## src/rtl/alarm_controller.sv

```systemverilog
// Alarm decision logic: holds the programmed alarm time, compares it with the
// timekeeper, and sequences ringing, snooze and stop into the tone enable.
module alarm_controller #(
    parameter int unsigned RING_SECS   = 60,
    parameter int unsigned SNOOZE_SECS = 300,
    parameter int unsigned MAX_SNOOZE  = 3,
    parameter int unsigned DEF_HH      = 7,
    parameter int unsigned DEF_MM      = 0
) (
    input  logic       clk,
    input  logic       rst_n,
    input  logic       sec_tick,
    input  logic [4:0] cur_hh,
    input  logic [5:0] cur_mm,
    input  logic [5:0] cur_ss,
    input  logic       alarm_en,
    input  logic       set_alarm,
    input  logic [4:0] alarm_hh_in,
    input  logic [5:0] alarm_mm_in,
    input  logic       stop_btn,
    input  logic       snooze_btn,
    output logic       Alarm,
    output logic [1:0] state,
    output logic [2:0] snooze_cnt,
    output logic [4:0] alarm_hh,
    output logic [5:0] alarm_mm
);

    typedef enum logic [1:0] {IDLE = 2'd0, ARMED = 2'd1, RINGING = 2'd2, SNOOZE = 2'd3} state_t;

    localparam logic [7:0] RING_LAST   = 8'(RING_SECS - 1);
    localparam logic [9:0] SNOOZE_LAST = 10'(SNOOZE_SECS - 1);
    localparam logic [2:0] MAX_SNZ     = 3'(MAX_SNOOZE);

    state_t     state_q, state_d;
    logic       alarm_q, alarm_d;
    logic [2:0] snooze_cnt_q, snooze_cnt_d;
    logic [4:0] alarm_hh_q, alarm_hh_d;
    logic [5:0] alarm_mm_q, alarm_mm_d;
    logic [7:0] ring_secs_q, ring_secs_d;
    logic [9:0] snz_secs_q, snz_secs_d;

    logic [1:0] stop_sync_q, stop_sync_d;
    logic [1:0] snz_sync_q, snz_sync_d;
    logic       stop_prev_q, stop_prev_d, stop_pulse_q, stop_pulse_d;
    logic       snz_prev_q, snz_prev_d, snz_pulse_q, snz_pulse_d;

    logic time_match, set_valid;

    // Buttons are asynchronous: two sync stages, then a registered rising-edge pulse.
    always_comb begin
        stop_sync_d  = {stop_sync_q[0], stop_btn};
        snz_sync_d   = {snz_sync_q[0], snooze_btn};
        stop_prev_d  = stop_sync_q[1];
        snz_prev_d   = snz_sync_q[1];
        stop_pulse_d = stop_sync_q[1] & ~stop_prev_q;
        snz_pulse_d  = snz_sync_q[1] & ~snz_prev_q;
    end

    assign time_match = sec_tick && (cur_hh == alarm_hh_q) && (cur_mm == alarm_mm_q)
                        && (cur_ss == 6'd0);
    assign set_valid  = set_alarm && (alarm_hh_in <= 5'd23) && (alarm_mm_in <= 6'd59);

    // NOTE: every output of this block gets a default first so no latch is inferred.
    always_comb begin
        state_d      = state_q;
        snooze_cnt_d = snooze_cnt_q;
        alarm_hh_d   = alarm_hh_q;
        alarm_mm_d   = alarm_mm_q;
        ring_secs_d  = ring_secs_q;
        snz_secs_d   = snz_secs_q;

        if (!alarm_en) begin
            state_d      = IDLE;
            snooze_cnt_d = 3'd0;
            ring_secs_d  = 8'd0;
            snz_secs_d   = 10'd0;
        end else if (set_valid) begin
            alarm_hh_d   = alarm_hh_in;
            alarm_mm_d   = alarm_mm_in;
            state_d      = ARMED;
            snooze_cnt_d = 3'd0;
            ring_secs_d  = 8'd0;
            snz_secs_d   = 10'd0;
        end else begin
            unique case (state_q)
                IDLE: state_d = ARMED;
                ARMED: begin
                    if (time_match) begin
                        state_d     = RINGING;
                        ring_secs_d = 8'd0;
                    end
                end
                RINGING: begin
                    if (stop_pulse_q) begin
                        state_d      = ARMED;
                        snooze_cnt_d = 3'd0;
                        ring_secs_d  = 8'd0;
                    end else if (snz_pulse_q && (snooze_cnt_q < MAX_SNZ)) begin
                        state_d      = SNOOZE;
                        snooze_cnt_d = snooze_cnt_q + 3'd1;
                        snz_secs_d   = 10'd0;
                    end else if (sec_tick) begin
                        if (ring_secs_q == RING_LAST) begin
                            state_d      = ARMED;
                            snooze_cnt_d = 3'd0;
                            ring_secs_d  = 8'd0;
                        end else begin
                            ring_secs_d = ring_secs_q + 8'd1;
                        end
                    end
                end
                SNOOZE: begin
                    if (stop_pulse_q) begin
                        state_d      = ARMED;
                        snooze_cnt_d = 3'd0;
                        snz_secs_d   = 10'd0;
                    end else if (sec_tick) begin
                        if (snz_secs_q == SNOOZE_LAST) begin
                            state_d     = RINGING;
                            ring_secs_d = 8'd0;
                            snz_secs_d  = 10'd0;
                        end else begin
                            snz_secs_d = snz_secs_q + 10'd1;
                        end
                    end
                end
                default: state_d = IDLE;
            endcase
        end

        // Registered from the next state so Alarm tracks state with no input-to-output path.
        alarm_d = (state_d == RINGING);
    end

    // NOTE: sequential state uses non-blocking assignments only.
    always_ff @(posedge clk or negedge rst_n) begin
        if (!rst_n) begin
            state_q      <= IDLE;
            alarm_q      <= 1'b0;
            snooze_cnt_q <= 3'd0;
            alarm_hh_q   <= 5'(DEF_HH);
            alarm_mm_q   <= 6'(DEF_MM);
            ring_secs_q  <= 8'd0;
            snz_secs_q   <= 10'd0;
            stop_sync_q  <= 2'b00;
            snz_sync_q   <= 2'b00;
            stop_prev_q  <= 1'b0;
            snz_prev_q   <= 1'b0;
            stop_pulse_q <= 1'b0;
            snz_pulse_q  <= 1'b0;
        end else begin
            state_q      <= state_d;
            alarm_q      <= alarm_d;
            snooze_cnt_q <= snooze_cnt_d;
            alarm_hh_q   <= alarm_hh_d;
            alarm_mm_q   <= alarm_mm_d;
            ring_secs_q  <= ring_secs_d;
            snz_secs_q   <= snz_secs_d;
            stop_sync_q  <= stop_sync_d;
            snz_sync_q   <= snz_sync_d;
            stop_prev_q  <= stop_prev_d;
            snz_prev_q   <= snz_prev_d;
            stop_pulse_q <= stop_pulse_d;
            snz_pulse_q  <= snz_pulse_d;
        end
    end

    assign Alarm      = alarm_q;
    assign state      = state_q;
    assign snooze_cnt = snooze_cnt_q;
    assign alarm_hh   = alarm_hh_q;
    assign alarm_mm   = alarm_mm_q;

endmodule

```

## config.mk

```make
export PLATFORM = sky130hd
export DESIGN_NAME = alarm_controller
export DESIGN_NICKNAME = d
export VERILOG_FILES = /design/src/rtl/alarm_controller.sv
export SDC_FILE = /design/constraint.sdc
export NUM_CORES = 1
export LEC_CHECK = 0
export CAP_MARGIN = 25
export CORE_ASPECT_RATIO = 0.75
export CORE_MARGIN = 3
export CORE_UTILIZATION = 49
export DETAILED_ROUTE_END_ITERATION = 10
export GPL_ROUTABILITY_DRIVEN = 1
export PLACE_DENSITY = 0.79
export SLEW_MARGIN = 10
export SYNTH_ARGS = -nofsm -noshare
export SYNTH_HDL_FRONTEND = slang
export SYNTH_SLANG_ARGS = --single-unit
```

## constraint.sdc

```tcl
create_clock -name clk -period 2.55 [get_ports clk]
set_input_delay 0.255 -clock clk [delete_from_list [all_inputs] [get_ports clk]]
set_output_delay 0.255 -clock clk [all_outputs]
set_load 0.005 [all_outputs]
```

==> flow_summary.ini, run 1 <==
[outcome]
outcome = finished clean

[setup_path]
cp-start-kind = primary input
crit_path_top_delay_cell = nor4_1
end_kind = register
cp_num_cells = 7
crit_buf_inv = 1
crit_path_max_fanout = 6
crit_family = simple AND/OR/NAND/NOR gates
cp.required_ps = 2760
worstSetupPathType = in -> reg
crit_arrival_ps = 2560
critPathMaxStageDelay_ps = 570
r2r_cells = 6
worstPathCellList = clkdlybuf4s50_1 -> nor4b_1 -> nand2_1 -> nor4_1 -> o22ai_1 -> or2_0 -> o31ai_1

[synthesis]
syn_nets = 255
postSynthCellCount = 217
synth_edf_count = 0
async_reset_ff_share_pct = 100
avgSynthCellArea_sq_um = 10.1
syn_area_sq_um = 2180
synth.largest_area_cell = dfrtp_1
synth_warnings = 0
synthDistinctLibCells = 45
seq_area_frac_synth_pct = 49.5
ys.flop_type = dfrtp_1
yosys.area.top_type_share_pct = 45.8
ys_seq_elements = 43
synth.area.top_cells = dfrtp_1, mux2_2, o21ai_0

[floorplanning]
dieArea_sq_um = 5300
die_w_microns = 83.1
placementRows = 20
core_sq_um = 4180
boundaryPins = 52
start_util_pct = 52.2
die_h_microns = 63.8

[min_path]
hp-class = reg -> reg
whs_path_depth = 0

[finish]
drive_above_1_share_pct = 12.4
fillCellCount = 319
areaGrowthSynthToFinish_pct = 31.7
finalNetCount = 312
n_antenna_cell = 0
fin_util_pct = 68.8

[timing]
setup_viol = 0
slew_headroom_pct = 59.9
clock_skew_ps = 3.44
rsz0062_at_grt = no
fin_crit_ps = 2340
fin_crit_sh_pct = 91.9
hold_viol = 0
max_freq_ghz = 0.427
worst_slew_pin_slew_ps = 597
final_critical_path_setup_slack_ps = 206
finalMaxSlewViolations = 0

[grt]
antenna_found_initial = 0
grt_max_degree = 44
track_usage_pct = 18.5
grt_pass1_wl_mm = 7.83
grt-busiest-layer = met1
grt_overflow = 0
grt_pass1_vias = 1693
grt_use_met2_pct = 25.9
grtUsageMet1_pct = 26.0
grt_use_met3_pct = 7.99

[placed_design]
dp_slack_ps = -51.8
hpwl_mm = 3.42
portBuffers = 51
gp_congestion = 0.831

[drt]
route.detailed.drc = 0
drtAntennaViolNets = 0
routedWlPerCell_microns = 14.1
vias = 1778
wl_mm = 4.65
vias_per_cell = 5.39
drtPass1Iterations = 4
first_iter_violations = 129

[clock_tree]
cts.sinks = 43
clk_pin_slew_ps = 80
h-tree-depth = 2
numCtsBuffers = 5
root_buffer = clkbuf_8
clk_path_buf_depth = 2
cts_tree = built
cts-resized-gates = 0
clk_latency_ps = 300

[pwr]
ir_drop_v = 0.000352
leakage_nw = 1.20
powerDensity_nw_per_um2 = 512

[flow_run]
cap_violations = 0
## per-stage QoR
stage	total power, W	TNS [ps]	instances	area, sq um	hold WS [ps]
2_1_floorplan	0.000879	0	217	2180	-40.6
3_3_place_gp	0.00104	-30.0	320	2760	334
3_5_place_dp	0.00104	-128	320	2760	339
4_1_cts	0.00149	0	328	2850	129
5_1_grt	0.00155	0	330	2880	364
6_report	0.00147	0	330	2880	355
## where the power goes
part,internal [W],switching [W],leakage [nW]
clock network,0.000191,0.000247,0.0402
registers,0.000730,0.0000374,0.554
logic,0.000176,0.0000903,0.608
total,0.00110,0.000375,1.20
## cells by family after synthesis
group	Yosys count	share of synthesized area (%)
mux	14	7.11
simple gates	82	20.8
xor+xnor	11	4.41
flops	43	49.5
compound gates	47	13.1
fa+ha+maj	3	1.72
buf+inv	17	3.44
## cell usage in the layout (no fill, tap or decap), types with 2 or more instances in the layout
cell / count
inv_1: 8
nor4_1: 3
nand2_1: 12
nor3_1: 5
nand3_1: 7
or4_1: 2
nor2b_1: 4
xnor2_1: 11
dfstp_2: 3
buf_4: 6
nand2b_1: 10
clkinvlp_4: 2
nor2_1: 15
clkbuf_8: 5
mux2_2: 12
o31ai_1: 6
ha_1: 3
and3_1: 9
a21o_1: 2
dfrtp_1: 40
a31oi_1: 2
mux2i_1: 2
nand4_1: 4
o21ai_0: 25
a21oi_1: 4
clkdlybuf4s50_1: 50
## worst paths after layout
kind | startpoint | to | slack (ps)
max reg2reg | alarm_hh[2] | ring_secs_q[4] | 210
max | sec_tick | ring_secs_q[4] | 210
min in group asynchronous | rst_n | ring_secs_q[2] | 390
min reg2reg | stop_sync_q[0] | stop_sync_q[1] | 350
max in group asynchronous | rst_n | alarm_hh[0] | 1620
min | stop_sync_q[0] | stop_sync_q[1] | 350
## layout make-up
class	count	area (sq um)	area share [%]
Tap cell	55	68.8	2.39
Clock buffer	5	68.8	2.39
Multi-Input combinational cell	157	1030	35.8
Clock inverter	3	20.0	0.696
Sequential cell	43	1080	37.5
Inverter	8	30.0	1.04
Timing Repair Buffer	59	581	20.2
## worst reg2reg max path, delay by kind of cell, from the launching register on
kind,cells,cell delay [ps]
simple gates,3,1090
xor+xnor,1,120
flops,1,560
compound gates,2,480
## synthesized netlist by cell type (2+ instances only)
master / number
a21o_1: 2
a21oi_1: 4
a31oi_1: 2
and3_1: 9
buf_2: 2
clkbuf_1: 5
dfrtp_1: 40
dfstp_2: 3
ha_1: 3
inv_1: 8
mux2_2: 12
mux2i_1: 2
nand2_1: 12
nand2b_1: 10
nand3_1: 7
nand4_1: 4
nor2_1: 15
nor2b_1: 4
nor3_1: 5
nor4_1: 3
o21ai_0: 25
o31ai_1: 6
or4_1: 2
xnor2_1: 11
## registers in the layout, indices dropped and copies added, names as in the netlist
signal and flops:
Alarm 1, alarm_hh 5, alarm_mm 6, ring_secs_q 8, snooze_cnt 3, snz_prev_q 1
snz_pulse_q 1, snz_secs_q 10, snz_sync_q 2, state 2, stop_prev_q 1, stop_pulse_q 1
stop_sync_q 2
## per-layer routing
layer | part of all wire [%] | up-vias
met1 | 48 | 823
li1 | - | 889
met4 | 0.99 | 0
met3 | 8.4 | 7
met5 | 0 | -
met2 | 42 | 59
## timing repair
action	CTS	global route
hold endpoints to repair	0	14
setup buffers	0	0
hold buffers	0	1
Power figures use the tool's default switching activity.
==> inputs of run 2 (changes only) <==
--- a/config.mk
+++ b/config.mk
@@ -5,13 +5,14 @@
 export SDC_FILE = /design/constraint.sdc
 export NUM_CORES = 1
 export LEC_CHECK = 0
+export ABC_CLOCK_PERIOD_IN_PS = 2100
 export CAP_MARGIN = 25
 export CORE_ASPECT_RATIO = 0.75
 export CORE_MARGIN = 3
-export CORE_UTILIZATION = 49
+export CORE_UTILIZATION = 45
 export DETAILED_ROUTE_END_ITERATION = 10
 export GPL_ROUTABILITY_DRIVEN = 1
-export PLACE_DENSITY = 0.79
+export PLACE_DENSITY = 0.76
 export SLEW_MARGIN = 10
 export SYNTH_ARGS = -nofsm -noshare
 export SYNTH_HDL_FRONTEND = slang
==> constraint.sdc (replaced) <==
create_clock -name clk -period 2.1 [get_ports clk]
set_input_delay 0.21 -clock clk [delete_from_list [all_inputs] [get_ports clk]]
set_output_delay 0.21 -clock clk [all_outputs]
set_load 0.005 [all_outputs]
==> run 2 against run 1 <==
Sequential power increased by 22%; clock skew increased by 4.4 ps; cell area increased by 9.1%; first-iteration DRC count decreased by 40%; worst setup slack got worse by 160 ps; power increased by 21%; non-clock buffer count increased by 22; register-to-register slack got worse by 160 ps; core utilization decreased by 0.17 points; worst hold slack improved by 1.8 ps; combinational power increased by 30%; global-route usage decreased by 0.22 points.
==> flow_summary.ini, run 2 (synthesis results as in run 1) <==
[setup_path]
r2r_start = alarm_hh[2]
cp-endpoint = Alarm
crit_path_top_delay_cell = dfstp_2
r2r_cells = 7
cp-start-kind = register
critPathLaunch = alarm_hh[2]
worstPathCellList = xnor2_2 -> nand4_1 -> nor4_2 -> buf_4 -> nor2_1 -> o41a_1 -> nor3_2
rrSetupSlack_ps = 50
worstSetupPathType = reg -> reg
critPathMaxStageDelay_ps = 570
worstReg2RegEnd = Alarm
end_kind = register
crit_path_max_fanout = 3
crit_arrival_ps = 2270
cp.required_ps = 2310

[drt]
route.detailed.drc = 0
vias_per_cell = 5.36
drtAntennaViolNets = 0
first_iter_violations = 78
drtPass1Iterations = 4
wl_mm = 5.06
routedWlPerCell_microns = 14.3
vias = 1897

[floorplanning]
placementRows = 21
dieArea_sq_um = 5730
die_h_microns = 66.3
boundaryPins = 52
start_util_pct = 47.8
die_w_microns = 86.4
core_sq_um = 4570

[finish]
final_common_cell = clkdlybuf4s50_1
n_antenna_cell = 0
finalNetCount = 334
drive_above_1_share_pct = 24.2
final-instance-count-excl-fill = 354
largest_register_ffs = 10
areaGrowthSynthToFinish_pct = 43.8
largest-register = snz_secs_q
fin_util_pct = 68.7
layout_common_cells = clkdlybuf4s50_1, dfrtp_1, buf_4
fillCellCount = 367

[timing]
final_critical_path_setup_slack_ps = 47.0
rsz0062_at_grt = yes
max_freq_ghz = 0.487
worst_slew_pin_slew_ps = 544
setup_tns_ps = 0
setup_viol = 0
hold_viol = 0
fin_crit_sh_pct = 97.8
clock_skew_ps = 7.79
slew_headroom_pct = 63.8
finalMaxSlewViolations = 0
fin_crit_ps = 2050

[pwr]
p_sw_share_pct = 24.5
ir_drop_v = 0.000446
p_comb_share_pct = 19.5
switching_power_w = 0.000436
seq_power_share_pct = 52.4
leakage_nw = 1.34
p_int_w = 0.00135
powerDensity_nw_per_um2 = 567
p_clk_share_pct = 28.1

[grt]
grt_overflow = 0
grt_max_degree = 44
antenna_found_initial = 0
grt_pass1_vias = 1827
track_usage_pct = 18.3
grt_pass1_wl_mm = 8.28

[clock_tree]
root_buffer = clkbuf_8
clk_latency_ps = 290
cts.sinks = 43
cts_tree = built
h-tree-depth = 2
numCtsBuffers = 5
clk_path_buf_depth = 2
clk_pin_slew_ps = 80

[placed_design]
dp_slack_ps = -254
portBuffers = 51
hpwl_mm = 3.75
dp_cells = 343
gp_congestion = 0.840

[outcome]
outcome = finished clean

[flow_run]
cap_violations = 0

[min_path]
hp-class = in -> reg
==> run 2: timing repair <==
item                       in CTS  in global routing
pin swaps                       0                  3
gates cloned                    0                  0
hold buffers                    1                  0
setup buffers                   0                  2
resized for setup               3                 23
hold endpoints to repair        2                  0
setup endpoints to repair       4                 14
==> run 2: worst min-delay path by stage <==
| stage | startpoint | to | slack [ps] | cells past startpoint |
|---|---|---|---|---|
| after floorplan | rst_n | Alarm | -90 | 0 |
| after global placement | rst_n | snz_secs_q[5] | 320 | 2 |
| after detailed placement | rst_n | snz_secs_q[5] | 320 | 2 |
| after CTS | stop_btn | stop_sync_q[0] | 350 | 1 |
| after global routing | stop_btn | stop_sync_q[0] | 340 | 1 |
| final | stop_btn | stop_sync_q[0] | 360 | 1 |
==> run 2: metal layers <==
layer,part of all wire (%),global-route usage (%)
met5,0,0
met4,0.67,4.09
met3,7.2,5.85
met2,46,27.7
met1,46,25.4
==> run 2: cell type report <==
type	count	area [sq um]	share of cell area, %
multi-input cells	157	1140	36.3
well taps	57	71.3	2.27
flip-flops and latches	43	1080	34.4
repair buffers	81	733	23.4
clock inverters	2	12.5	0.399
clock buffers	6	72.6	2.31
inverters	8	30.0	0.957
==> run 2: through the flow <==
step / hold WS [ps] / total power [W] / instance area [sq um]
2_1_floorplan: -85.6 / 0.00107 / 2190
3_3_place_gp: 315 / 0.00128 / 2920
3_5_place_dp: 318 / 0.00128 / 2920
4_1_cts: 347 / 0.00180 / 3020
5_1_grt: 344 / 0.00188 / 3140
6_report: 357 / 0.00178 / 3140
==> run 2: power by group through the flow <==
stage	sequential, W	combinational, W	clock [W]
after floorplan	0.000943	0.000124	0
after global placement	0.000947	0.000334	0
final	0.000934	0.000347	0.000501
after global routing	0.000942	0.000379	0.000560
after CTS	0.000933	0.000343	0.000520
after detailed placement	0.000948	0.000337	0
==> run 2: worst max-delay path: cells and delay by family, from the launching register on <==
family	cells	cell delay [ps]
XOR/XNOR	1	110
buffers and inverters	1	170
flip-flops	1	570
AO/OA/AOI/OAI	1	420
AND/OR/NAND/NOR	4	700
==> inputs of run 3 (changes only) <==
--- a/config.mk
+++ b/config.mk
@@ -5,14 +5,16 @@
 export SDC_FILE = /design/constraint.sdc
 export NUM_CORES = 1
 export LEC_CHECK = 0
+export ABC_AREA = 1
 export ABC_CLOCK_PERIOD_IN_PS = 2100
 export CAP_MARGIN = 25
 export CORE_ASPECT_RATIO = 0.75
 export CORE_MARGIN = 3
-export CORE_UTILIZATION = 45
+export CORE_UTILIZATION = 46
 export DETAILED_ROUTE_END_ITERATION = 10
 export GPL_ROUTABILITY_DRIVEN = 1
 export PLACE_DENSITY = 0.76
+export REMOVE_ABC_BUFFERS = 1
 export SLEW_MARGIN = 10
 export SYNTH_ARGS = -nofsm -noshare
 export SYNTH_HDL_FRONTEND = slang
==> run 3 against run 2 <==
Register-to-register slack improved by 350 ps; count of clock-buffer cells in the layout did not move; area after synthesis rose by 17%; die area rose by 13%; highest routed layer unchanged; critical endpoint is now snz_secs_q[6]; combinational power barely moved.
==> flow_summary.ini, run 3 <==
[outcome]
outcome = finished clean

[clock_tree]
clk_latency_ps = 300
root_buffer = clkbuf_8
cts.sinks = 43
cts_setup_buffers = 0
clk_pin_slew_ps = 80
cts_tree = built
numCtsBuffers = 5
clk_path_buf_depth = 2
cts-resized-gates = 0
h-tree-depth = 2
postCtsHoldBufs = 1

[synthesis]
synth.most_common_cell = nand2_1
synthDistinctLibCells = 29
syn_area_sq_um = 2550
postSynthCellCount = 351
ys_seq_elements = 43
seq_area_frac_synth_pct = 42.3
ys.flop_type = dfrtp_1
avgSynthCellArea_sq_um = 7.27
synth.area.top_cells = dfrtp_1, nand2_1, inv_1
synth.largest_area_cell = dfrtp_1
synth_edf_count = 0
synth_warnings = 0
netlist_top_cells_count = nand2_1, inv_1, nor2_1
async_reset_ff_share_pct = 100
yosys.area.top_type_share_pct = 39.2

[pwr]
leakage_nw = 1.65
p_clk_share_pct = 37.4
ir_drop_v = 0.000337
p_sw_share_pct = 23.6
p_int_w = 0.00154
switching_power_w = 0.000477
powerDensity_nw_per_um2 = 613
p_comb_share_pct = 17.3
seq_power_share_pct = 45.3

[setup_path]
cp-start-kind = register
worstReg2RegEnd = snz_secs_q[6]
cp.required_ps = 2340
worstSetupPathType = reg -> reg
r2r_start = snooze_cnt[0]
r2r_cells = 10
critPathLaunch = snooze_cnt[0]
rrSetupSlack_ps = 400
crit_path_max_fanout = 9
crit_arrival_ps = 1940
end_kind = register

[placed_design]
portBuffers = 51
hpwl_mm = 4.18
dp_cells = 474
gp_congestion = 0.909

[drt]
drtPass1Iterations = 5
dr_wl_met3_microns = 406
drt-met1-wl_mm = 2.78
vias_per_cell = 4.71
wl_met2_mm = 2.21
wl_mm = 5.41
routedWlPerCell_microns = 11.2
drtAntennaViolNets = 0
topRoutingLayerUsed = met4
first_iter_violations = 169
vias = 2277
route.detailed.drc = 0

[floorplanning]
die_w_microns = 92.0
placementRows = 22
dieArea_sq_um = 6480
start_util_pct = 49.8
core_sq_um = 5120
die_h_microns = 70.5
boundaryPins = 52

[min_path]
min-delay-start = stop_btn
worst_hold_path.endpoint = stop_sync_q[0]
whs_path_depth = 1
hp-class = in -> reg

[finish]
fillCellCount = 455
areaGrowthSynthToFinish_pct = 28.9
drive_above_1_share_pct = 10.7
largest-register = snz_secs_q
final_common_cell = nand2_1
n_antenna_cell = 0
finalNetCount = 448
final-instance-count-excl-fill = 483
largest_register_ffs = 10
layout_common_cells = nand2_1, inv_1, clkdlybuf4s50_1
fin_util_pct = 64.2

[timing]
worst_slew_pin_slew_ps = 535
max_freq_ghz = 0.589
slew_headroom_pct = 64.4
rsz0062_at_grt = no
clock_skew_ps = 7.39
setup_tns_ps = 0
setup_viol = 0
finalMaxSlewViolations = 0
hold_viol = 0
fin_crit_sh_pct = 80.9
fin_crit_ps = 1700

[grt]
antenna_found_initial = 0
track_usage_pct = 17.5
grt_pass1_wl_mm = 9.26
grt_pass1_vias = 2018
grt_max_degree = 44
grt_overflow = 0

[flow_run]
cap_violations = 0
==> run 3: changes by cell type after synthesis, moves of 6 or more <==
cell and change:
o21ai_2 +8, o31ai_1 -6, nand2b_1 -10, a21oi_1 +10, nand3_1 +15, nor2_1 +31
nand2_1 +96, inv_1 +47, mux2_2 -10, o21ai_0 -17, and3_1 -9, xnor2_1 -8
==> run 3: kinds of logic after synthesis <==
family / count (synthesis) / share of synthesized area [%]
AND/OR/NAND/NOR: 198 / 34.3
buffers and inverters: 64 / 10.0
flip-flops: 43 / 42.3
AO/OA/AOI/OAI: 33 / 8.29
XOR/XNOR: 8 / 2.75
adder cells (fa/ha/maj): 3 / 1.47
multiplexers: 2 / 0.883
==> run 3: layout make-up <==
cell class | instances | area (sq um) | area share [%]
multi-input combinational | 244 | 1220 | 37.0
inverter | 60 | 225 | 6.85
timing repair buffer | 56 | 546 | 16.6
clock inverter | 2 | 60.1 | 1.83
clock buffer | 6 | 72.6 | 2.21
tap | 72 | 90.1 | 2.74
sequential | 43 | 1080 | 32.8
==> run 3: per-stage QoR <==
stage          area, sq um  hold slack [ps]  power, W  worst slack [ps]
6_report              3290              344   0.00202               401
5_1_grt               3290              347   0.00211               274
4_1_cts               3290              339   0.00204               417
3_5_place_dp          3150              319   0.00128               175
3_3_place_gp          3150              315   0.00127               221
2_1_floorplan         2520            -85.6   0.00108               652
==> run 3: metal layers <==
layer | up-vias | track usage [%]
li1 | 1200 | -
met1 | 1013 | 26.6
met2 | 59 | 24.7
met3 | 5 | 5.27
met4 | 0 | 3.46
met5 | - | 0
==> run 3: how the worst max path moves through the flow <==
stage	to	slack (ps)	depth (start not counted)
5_1_grt	snz_secs_q[3]	270	10
2_1_floorplan	snz_secs_q[0]	650	9
3_5_place_dp	snz_secs_q[6]	170	9
6_report	snz_secs_q[6]	400	10
3_3_place_gp	snz_secs_q[3]	220	9
4_1_cts	snz_secs_q[6]	420	10
==> run 3: power by group through the flow <==
stage               clock network, W  registers, W  logic, W
finish                      0.000756      0.000913  0.000349
CTS                         0.000773      0.000913  0.000354
global placement                   0      0.000927  0.000347
detailed placement                 0      0.000929  0.000351
global route                0.000798      0.000921  0.000388
floorplan                          0      0.000930  0.000149
==> run 3: critical path, stage by stage (launching register included) <==
cell	delay, ps
dfrtp_1	430
nand2_1	130
nand3_2	160
nand2_1	120
o211ai_1	100
nand2_1	80
nand2_1	190
buf_4	230
o21ai_2	110
nand2_1	60
inv_1	40
